[config.mk]
export PLATFORM = sky130hd
export DESIGN_NAME = mesi_isc_cpu_agent
export DESIGN_NICKNAME = d
export VERILOG_FILES = /design/src/rtl/mesi_isc_cpu_agent.sv
export SDC_FILE = /design/constraint.sdc
export NUM_CORES = 1
export LEC_CHECK = 0
export ABC_AREA = 1
export CORE_UTILIZATION = 49
export DETAILED_ROUTE_END_ITERATION = 16
export PLACE_DENSITY = 0.83
export SLEW_MARGIN = 20
export SYNTH_ARGS = -nofsm -noshare
export SYNTH_HDL_FRONTEND = slang
export SYNTH_SLANG_ARGS = --single-unit
[constraint.sdc]
create_clock -name clk -period 3.5 [get_ports clk]
set_input_delay 0.7 -clock clk [delete_from_list [all_inputs] [get_ports clk]]
set_output_delay 0.7 -clock clk [all_outputs]
set_load 0.005 [all_outputs]
[src/rtl/mesi_isc_cpu_agent.sv]
// CPU-side agent of a MESI intersection controller: broadcasts CPU requests on the
// main bus, waits for the matching enable, then performs the access; snoops are acked independently.
module mesi_isc_cpu_agent #(
  parameter int ADDR_WIDTH     = 32,
  parameter int MBUS_CMD_WIDTH = 3,
  parameter int CBUS_CMD_WIDTH = 3,
  parameter int SNOOP_LAT      = 2
) (
  input  logic                      clk,
  input  logic                      rst,
  input  logic                      cpu_req_i,
  input  logic                      cpu_wr_i,
  input  logic [ADDR_WIDTH-1:0]     cpu_addr_i,
  output logic                      cpu_ready_o,
  output logic                      cpu_done_o,
  output logic [MBUS_CMD_WIDTH-1:0] mbus_cmd_o,
  output logic [ADDR_WIDTH-1:0]     mbus_addr_o,
  input  logic                      mbus_ack_i,
  input  logic [CBUS_CMD_WIDTH-1:0] cbus_cmd_i,
  input  logic [ADDR_WIDTH-1:0]     cbus_addr_i,
  output logic                      cbus_ack_o,
  output logic [7:0]                snoop_cnt_o,
  output logic [1:0]                req_state_o,
  output logic [1:0]                snoop_state_o
);

  localparam logic [MBUS_CMD_WIDTH-1:0] MBUS_NOP      = MBUS_CMD_WIDTH'(0);
  localparam logic [MBUS_CMD_WIDTH-1:0] MBUS_WR       = MBUS_CMD_WIDTH'(1);
  localparam logic [MBUS_CMD_WIDTH-1:0] MBUS_RD       = MBUS_CMD_WIDTH'(2);
  localparam logic [MBUS_CMD_WIDTH-1:0] MBUS_WR_BROAD = MBUS_CMD_WIDTH'(3);
  localparam logic [MBUS_CMD_WIDTH-1:0] MBUS_RD_BROAD = MBUS_CMD_WIDTH'(4);

  localparam logic [CBUS_CMD_WIDTH-1:0] CBUS_WR_SNOOP = CBUS_CMD_WIDTH'(1);
  localparam logic [CBUS_CMD_WIDTH-1:0] CBUS_RD_SNOOP = CBUS_CMD_WIDTH'(2);
  localparam logic [CBUS_CMD_WIDTH-1:0] CBUS_EN_WR    = CBUS_CMD_WIDTH'(3);
  localparam logic [CBUS_CMD_WIDTH-1:0] CBUS_EN_RD    = CBUS_CMD_WIDTH'(4);

  localparam logic [3:0] SNOOP_LAT4 = 4'(SNOOP_LAT);

  typedef enum logic [1:0] {
    IDLE    = 2'd0,
    BROAD   = 2'd1,
    WAIT_EN = 2'd2,
    ACCESS  = 2'd3
  } req_state_t;

  typedef enum logic [1:0] {
    S_IDLE = 2'd0,
    S_WAIT = 2'd1,
    S_HOLD = 2'd2
  } snoop_state_t;

  req_state_t                r_req_state;
  logic                      r_lat_wr;
  logic [ADDR_WIDTH-1:0]     r_lat_addr;
  logic [MBUS_CMD_WIDTH-1:0] r_mbus_cmd;
  logic [ADDR_WIDTH-1:0]     r_mbus_addr;
  logic                      r_cpu_ready;
  logic                      r_cpu_done;
  logic                      r_en_ack;

  snoop_state_t              r_snoop_state;
  logic [3:0]                r_snoop_dn;
  logic                      r_snoop_ack;
  logic [7:0]                r_snoop_total;
  logic                      r_snoop_armed;

  logic                      w_en_match;
  logic                      w_is_snoop;

  assign w_en_match = (cbus_cmd_i == (r_lat_wr ? CBUS_EN_WR : CBUS_EN_RD)) &&
                      (cbus_addr_i == r_lat_addr);
  assign w_is_snoop = (cbus_cmd_i == CBUS_WR_SNOOP) || (cbus_cmd_i == CBUS_RD_SNOOP);

  // Request FSM: every output is a register updated on the same edge as the state.
  always_ff @(posedge clk or posedge rst) begin
    if (rst) begin
      r_req_state <= IDLE;
      r_lat_wr    <= 1'b0;
      r_lat_addr  <= '0;
      r_mbus_cmd  <= MBUS_NOP;
      r_mbus_addr <= '0;
      r_cpu_ready <= 1'b1;
      r_cpu_done  <= 1'b0;
      r_en_ack    <= 1'b0;
    end else begin
      r_cpu_done <= 1'b0;
      r_en_ack   <= 1'b0;
      case (r_req_state)
        IDLE: begin
          if (cpu_req_i) begin
            r_lat_wr    <= cpu_wr_i;
            r_lat_addr  <= cpu_addr_i;
            r_mbus_cmd  <= cpu_wr_i ? MBUS_WR_BROAD : MBUS_RD_BROAD;
            r_mbus_addr <= cpu_addr_i;
            r_cpu_ready <= 1'b0;
            r_req_state <= BROAD;
          end
        end
        BROAD: begin
          if (mbus_ack_i) begin
            r_mbus_cmd  <= MBUS_NOP;
            r_req_state <= WAIT_EN;
          end
        end
        WAIT_EN: begin
          if (w_en_match) begin
            r_en_ack    <= 1'b1;
            r_mbus_cmd  <= r_lat_wr ? MBUS_WR : MBUS_RD;
            r_mbus_addr <= r_lat_addr;
            r_req_state <= ACCESS;
          end
        end
        ACCESS: begin
          if (mbus_ack_i) begin
            r_mbus_cmd  <= MBUS_NOP;
            r_cpu_done  <= 1'b1;
            r_cpu_ready <= 1'b1;
            r_req_state <= IDLE;
          end
        end
        default: r_req_state <= IDLE;
      endcase
    end
  end

  // A snoop is only captured once the bus has shown a non-snoop cycle since the
  // previous capture, so a command held past its ack is never acknowledged twice.
  always_ff @(posedge clk or posedge rst) begin
    if (rst) begin
      r_snoop_state <= S_IDLE;
      r_snoop_dn    <= 4'd0;
      r_snoop_ack   <= 1'b0;
      r_snoop_total <= 8'd0;
      r_snoop_armed <= 1'b1;
    end else begin
      r_snoop_ack <= 1'b0;
      if (!w_is_snoop) begin
        r_snoop_armed <= 1'b1;
      end
      case (r_snoop_state)
        S_IDLE: begin
          if (w_is_snoop && r_snoop_armed) begin
            r_snoop_armed <= 1'b0;
            r_snoop_dn    <= SNOOP_LAT4;
            if (SNOOP_LAT4 == 4'd0) begin
              r_snoop_ack   <= 1'b1;
              r_snoop_state <= S_HOLD;
              if (r_snoop_total != 8'hFF) r_snoop_total <= r_snoop_total + 8'd1;
            end else begin
              r_snoop_state <= S_WAIT;
            end
          end
        end
        S_WAIT: begin
          r_snoop_dn <= r_snoop_dn - 4'd1;
          if (r_snoop_dn == 4'd1) begin
            r_snoop_ack   <= 1'b1;
            r_snoop_state <= S_HOLD;
            if (r_snoop_total != 8'hFF) r_snoop_total <= r_snoop_total + 8'd1;
          end
        end
        S_HOLD:  r_snoop_state <= S_IDLE;
        default: r_snoop_state <= S_IDLE;
      endcase
    end
  end

  assign cpu_ready_o   = r_cpu_ready;
  assign cpu_done_o    = r_cpu_done;
  assign mbus_cmd_o    = r_mbus_cmd;
  assign mbus_addr_o   = r_mbus_addr;
  assign cbus_ack_o    = r_en_ack | r_snoop_ack;
  assign snoop_cnt_o   = r_snoop_total;
  assign req_state_o   = r_req_state;
  assign snoop_state_o = r_snoop_state;

endmodule

==> impl_table.tex <==
\begin{tabular}{lr}
\hline
Metric & Value \\
\hline
\multicolumn{2}{l}{\textbf{Outcome}} \\
\quad Run status & finished, final reports clean \\
\multicolumn{2}{l}{\textbf{Timing}} \\
\quad Final clock period utilization by the worst path & 0.701 \\
\quad Fin crit period & about 2500 ps \\
\quad Final Hold Slack & approximately 480 ps \\
\quad Hold Vio Cnt, Final & 0 \\
\quad Slew at the pin closest to its max-slew limit & 1080 ps \\
\quad Achievable clock frequency & between 400 and 500 MHz \\
\quad Final-report setup violation count & 0 \\
\quad Unrepaired setup endpoints after global routing & false \\
\quad Max-slew violation count & 0 \\
\quad Summed negative setup slack over all endpoints & 0 ps \\
\quad Post-Route Skew & around 10 ps \\
\quad Relative max-transition margin & 0.280 \\
\multicolumn{2}{l}{\textbf{Synthesis}} \\
\quad Post-synth top area share & 0.460 \\
\quad Yosys synthesis warning count & 0 \\
\quad Post-Synth XOR/XNOR Area & 0.0648 \\
\quad Avg Inst Size Synth & approximately 7.6 µm² \\
\quad Commonest cells in the synthesized netlist & nand2\_1, dfrtp\_1, inv\_1 \\
\quad Number of register bits inferred by synthesis & slightly below 90 \\
\quad Number of nets in the synthesized netlist & 700 \\
\quad Most frequently used cell type in the post-synthesis netlist & nand2\_1 \\
\quad Area of the mapped netlist & $\sim$4700 µm² \\
\quad Sequential-to-total area share from yosys stat & 0.472 \\
\quad Largest family of logic cells by synthesized area & simple AND/OR/NAND/NOR gates \\
\quad Cell types occupying the most area after synthesis & dfrtp\_1, nand2\_1, o21ai\_0, inv\_1, nand3\_1 \\
\quad Count of mapped cells out of synthesis & 620 \\
\quad Complex-gate fraction of the synthesized area & 0.0910 \\
\quad Post-synth EDFFs & 0 \\
\quad Cell type with the highest aggregate area in the netlist & dfrtp\_1 \\
\quad Main flop type after synthesis & dfrtp\_1 \\
\quad Post-synthesis share of cell area spent on full adders, half adders and majority gates & 0.0212 \\
\quad Proportion of synthesized flip-flops having asynchronous set or reset & 1.00 \\
\quad Post-synthesis cell type count & 26 \\
\quad Synth Area in Simple Gates & 0.260 \\
\quad Multiplexer fraction of the synthesized cell area & 0 \\
\multicolumn{2}{l}{\textbf{Floorplan}} \\
\quad Top Ports & approximately 120 \\
\quad Placeable core region & 9280 µm² \\
\quad Height of the die & approximately 100 µm \\
\quad Cell row count & 35 \\
\quad Die outline area & roughly 10000 µm² \\
\quad Die span in x & $\sim$100 µm \\
\quad Initial standard-cell utilization of the core & 0.509 \\
\multicolumn{2}{l}{\textbf{Min path}} \\
\quad HP Class & reg2reg \\
\quad Hold wc startpoint & mbus\_addr\_o[27] \\
\multicolumn{2}{l}{\textbf{Placement}} \\
\quad Number of buffer cells added on primary ports & around 120 \\
\quad Final GP Congestion & about 0.9 \\
\quad Dpl hpwl & 8680 µm \\
\multicolumn{2}{l}{\textbf{Power}} \\
\quad Power, Total & $\sim$5.0 mW \\
\quad Peak supply drop & between 0.4 and 0.5 mV \\
\quad Power Density & 799 nW/µm² \\
\quad Leakage power of the design & 3.05 nW \\
\multicolumn{2}{l}{\textbf{Final layout}} \\
\quad Diode count & 0 \\
\quad Share of post-route cells with drive strength above 1 & 0.0420 \\
\quad Fin nets & between 800 and 900 \\
\quad Growth of design area from synthesis to finish & 31.1\% \\
\quad Area taken by flip-flops and latches & between 2000 and 2500 µm² \\
\quad Area of the multi-input gates & a little over 2000 µm² \\
\quad Filler cell count & between 700 and 800 \\
\multicolumn{2}{l}{\textbf{Setup path}} \\
\quad Worst Path Arrival & roughly 2700 ps \\
\quad Endpoint kind of the worst setup timing path & flop \\
\quad Crit path required time & between 3000 and 4000 ps \\
\quad Biggest fanout along the worst timing path & 20 \\
\quad Classification of the worst setup path & in2reg \\
\quad Kind of start point of the critical path & primary input \\
\quad Start point of the critical path & cbus\_addr\_i[24] \\
\quad Crit Reg-Reg Startpoint & req\_state\_o[0] \\
\multicolumn{2}{l}{\textbf{Drt}} \\
\quad TritonRoute pass-1 iters & 5 \\
\quad Via Count & roughly 4400 \\
\quad Remaining routing DRC violations & 0 \\
\quad Average wire per cell in the routed design & 13.7 µm \\
\quad Via density per instance & 5.06 \\
\quad Number of violations reported at the end of detailed-routing iteration 0 & 221 \\
\quad Number of nets with antenna violations after detailed routing & 0 \\
\quad Wire length reported by the detailed router & approximately 12000 µm \\
\multicolumn{2}{l}{\textbf{GRT}} \\
\quad Vias in the first global route & roughly 4200 \\
\quad Overall track demand over capacity in global routing & 0.244 \\
\quad Wire length of the first global-routing pass & just under 20000 µm \\
\quad Maximum number of pins on one net before global-route repair & 67 \\
\quad Number of antenna violations at the first check in global routing & 0 \\
\quad Final global-route overflow total & 0 \\
\multicolumn{2}{l}{\textbf{Clock tree}} \\
\quad Total number of H-tree levels & 3 \\
\quad Clock root buffer master & clkbuf\_8 \\
\quad Number of buffers created by CTS & 9 \\
\quad Cts hold-fix bufs & 0 \\
\quad Insertion delay of the later-clocked pin in the worst-skew pair & between 300 and 400 ps \\
\quad TritonCTS sink count & 89 \\
\quad Count of buffers added by post-CTS timing repair for setup & 0 \\
\quad Clock tree from TritonCTS & yes \\
\quad Post-CTS sizing & 0 \\
\quad CTS clk-pin slew, worst paths & approximately 100 ps \\
\quad Maximum clock insertion buffer count & 2 \\
\multicolumn{2}{l}{\textbf{Job}} \\
\quad Max Cap Violations & 0 \\
\hline
\end{tabular}
stage by stage:
stage	worst slack, ps	instances	util	instance area (µm²)
2_1_floorplan	496	620	-	4730
3_3_place_gp	778	851	0.648	6020
3_5_place_dp	700	851	0.648	6020
4_1_cts	1050	867	0.668	6200
5_1_grt	855	867	0.668	6200
6_report	1050	867	0.668	6200
state kept, by name, summed over array words and instances (netlist names), 2 cells and up:
name	count
r_lat_addr	32
snoop_state_o	2
mbus_cmd_o	3
mbus_addr_o	32
req_state_o	2
r_snoop_dn	4
snoop_cnt_o	8
routing by layer:
metal / global-route usage / up-vias / share of wire
li1: - / 2163 / -
met5: 0 / - / 0
met4: 0.0925 / 0 / 0.017
met2: 0.414 / 144 / 0.50
met1: 0.324 / 2059 / 0.44
met3: 0.0251 / 17 / 0.052
cells in the final DEF (no fill, tap or decap), drive strengths merged, types with 6 or more instances in the layout:
| cell | count |
|---|---|
| clkbuf | 10 |
| clkdlybuf4s50 | 121 |
| dfrtp | 87 |
| ha | 8 |
| inv | 79 |
| nand2 | 206 |
| nand3 | 47 |
| nor2 | 35 |
| nor3 | 6 |
| o21ai | 74 |
| xnor2 | 16 |
| xor2 | 19 |
area by class of cell:
type | instances | share of cell area
inverter | 78 | 0.0474
clock buffer | 10 | 0.0206
clock inverter | 6 | 0.00828
multi-input combinational | 429 | 0.334
tap | 129 | 0.0260
timing repair buffer | 126 | 0.203
sequential | 89 | 0.360
worst paths after layout:
path                       slack [ps]  cells past startpoint              end
min                               480                      2  mbus_addr_o[27]
min reg2reg                       480                      2  mbus_addr_o[27]
max reg2reg                      1070                      8  mbus_addr_o[16]
min in group asynchronous         800                      2   snoop_cnt_o[0]
max                              1050                     12  mbus_addr_o[16]
max in group asynchronous        1970                      3   r_lat_addr[19]
logic make-up (layout without fill, tap and decap cells):
kind of cell | Yosys count | in the layout
simple gates | 303 | 303
buf+inv | 102 | 220
flops | 89 | 89
compound gates | 83 | 83
xor+xnor | 35 | 35
fa+ha+maj | 8 | 8
worst max-delay path: stages:
cell             delay (ps)
clkdlybuf4s50_1         410
xnor2_1                 310
nand2_1                 100
nor2_1                  110
nand2_1                  60
nor2_1                   80
nand3_1                  80
nand2_2                  70
nand2_1                 280
buf_4                   340
nand2_1                  90
nand2_1                  60
power breakdown:
group	switching (mW)	internal, mW
combinational	1.36	1.08
clock	0.392	0.267
sequential	0.372	1.49
(Power assumes the default switching activity.)
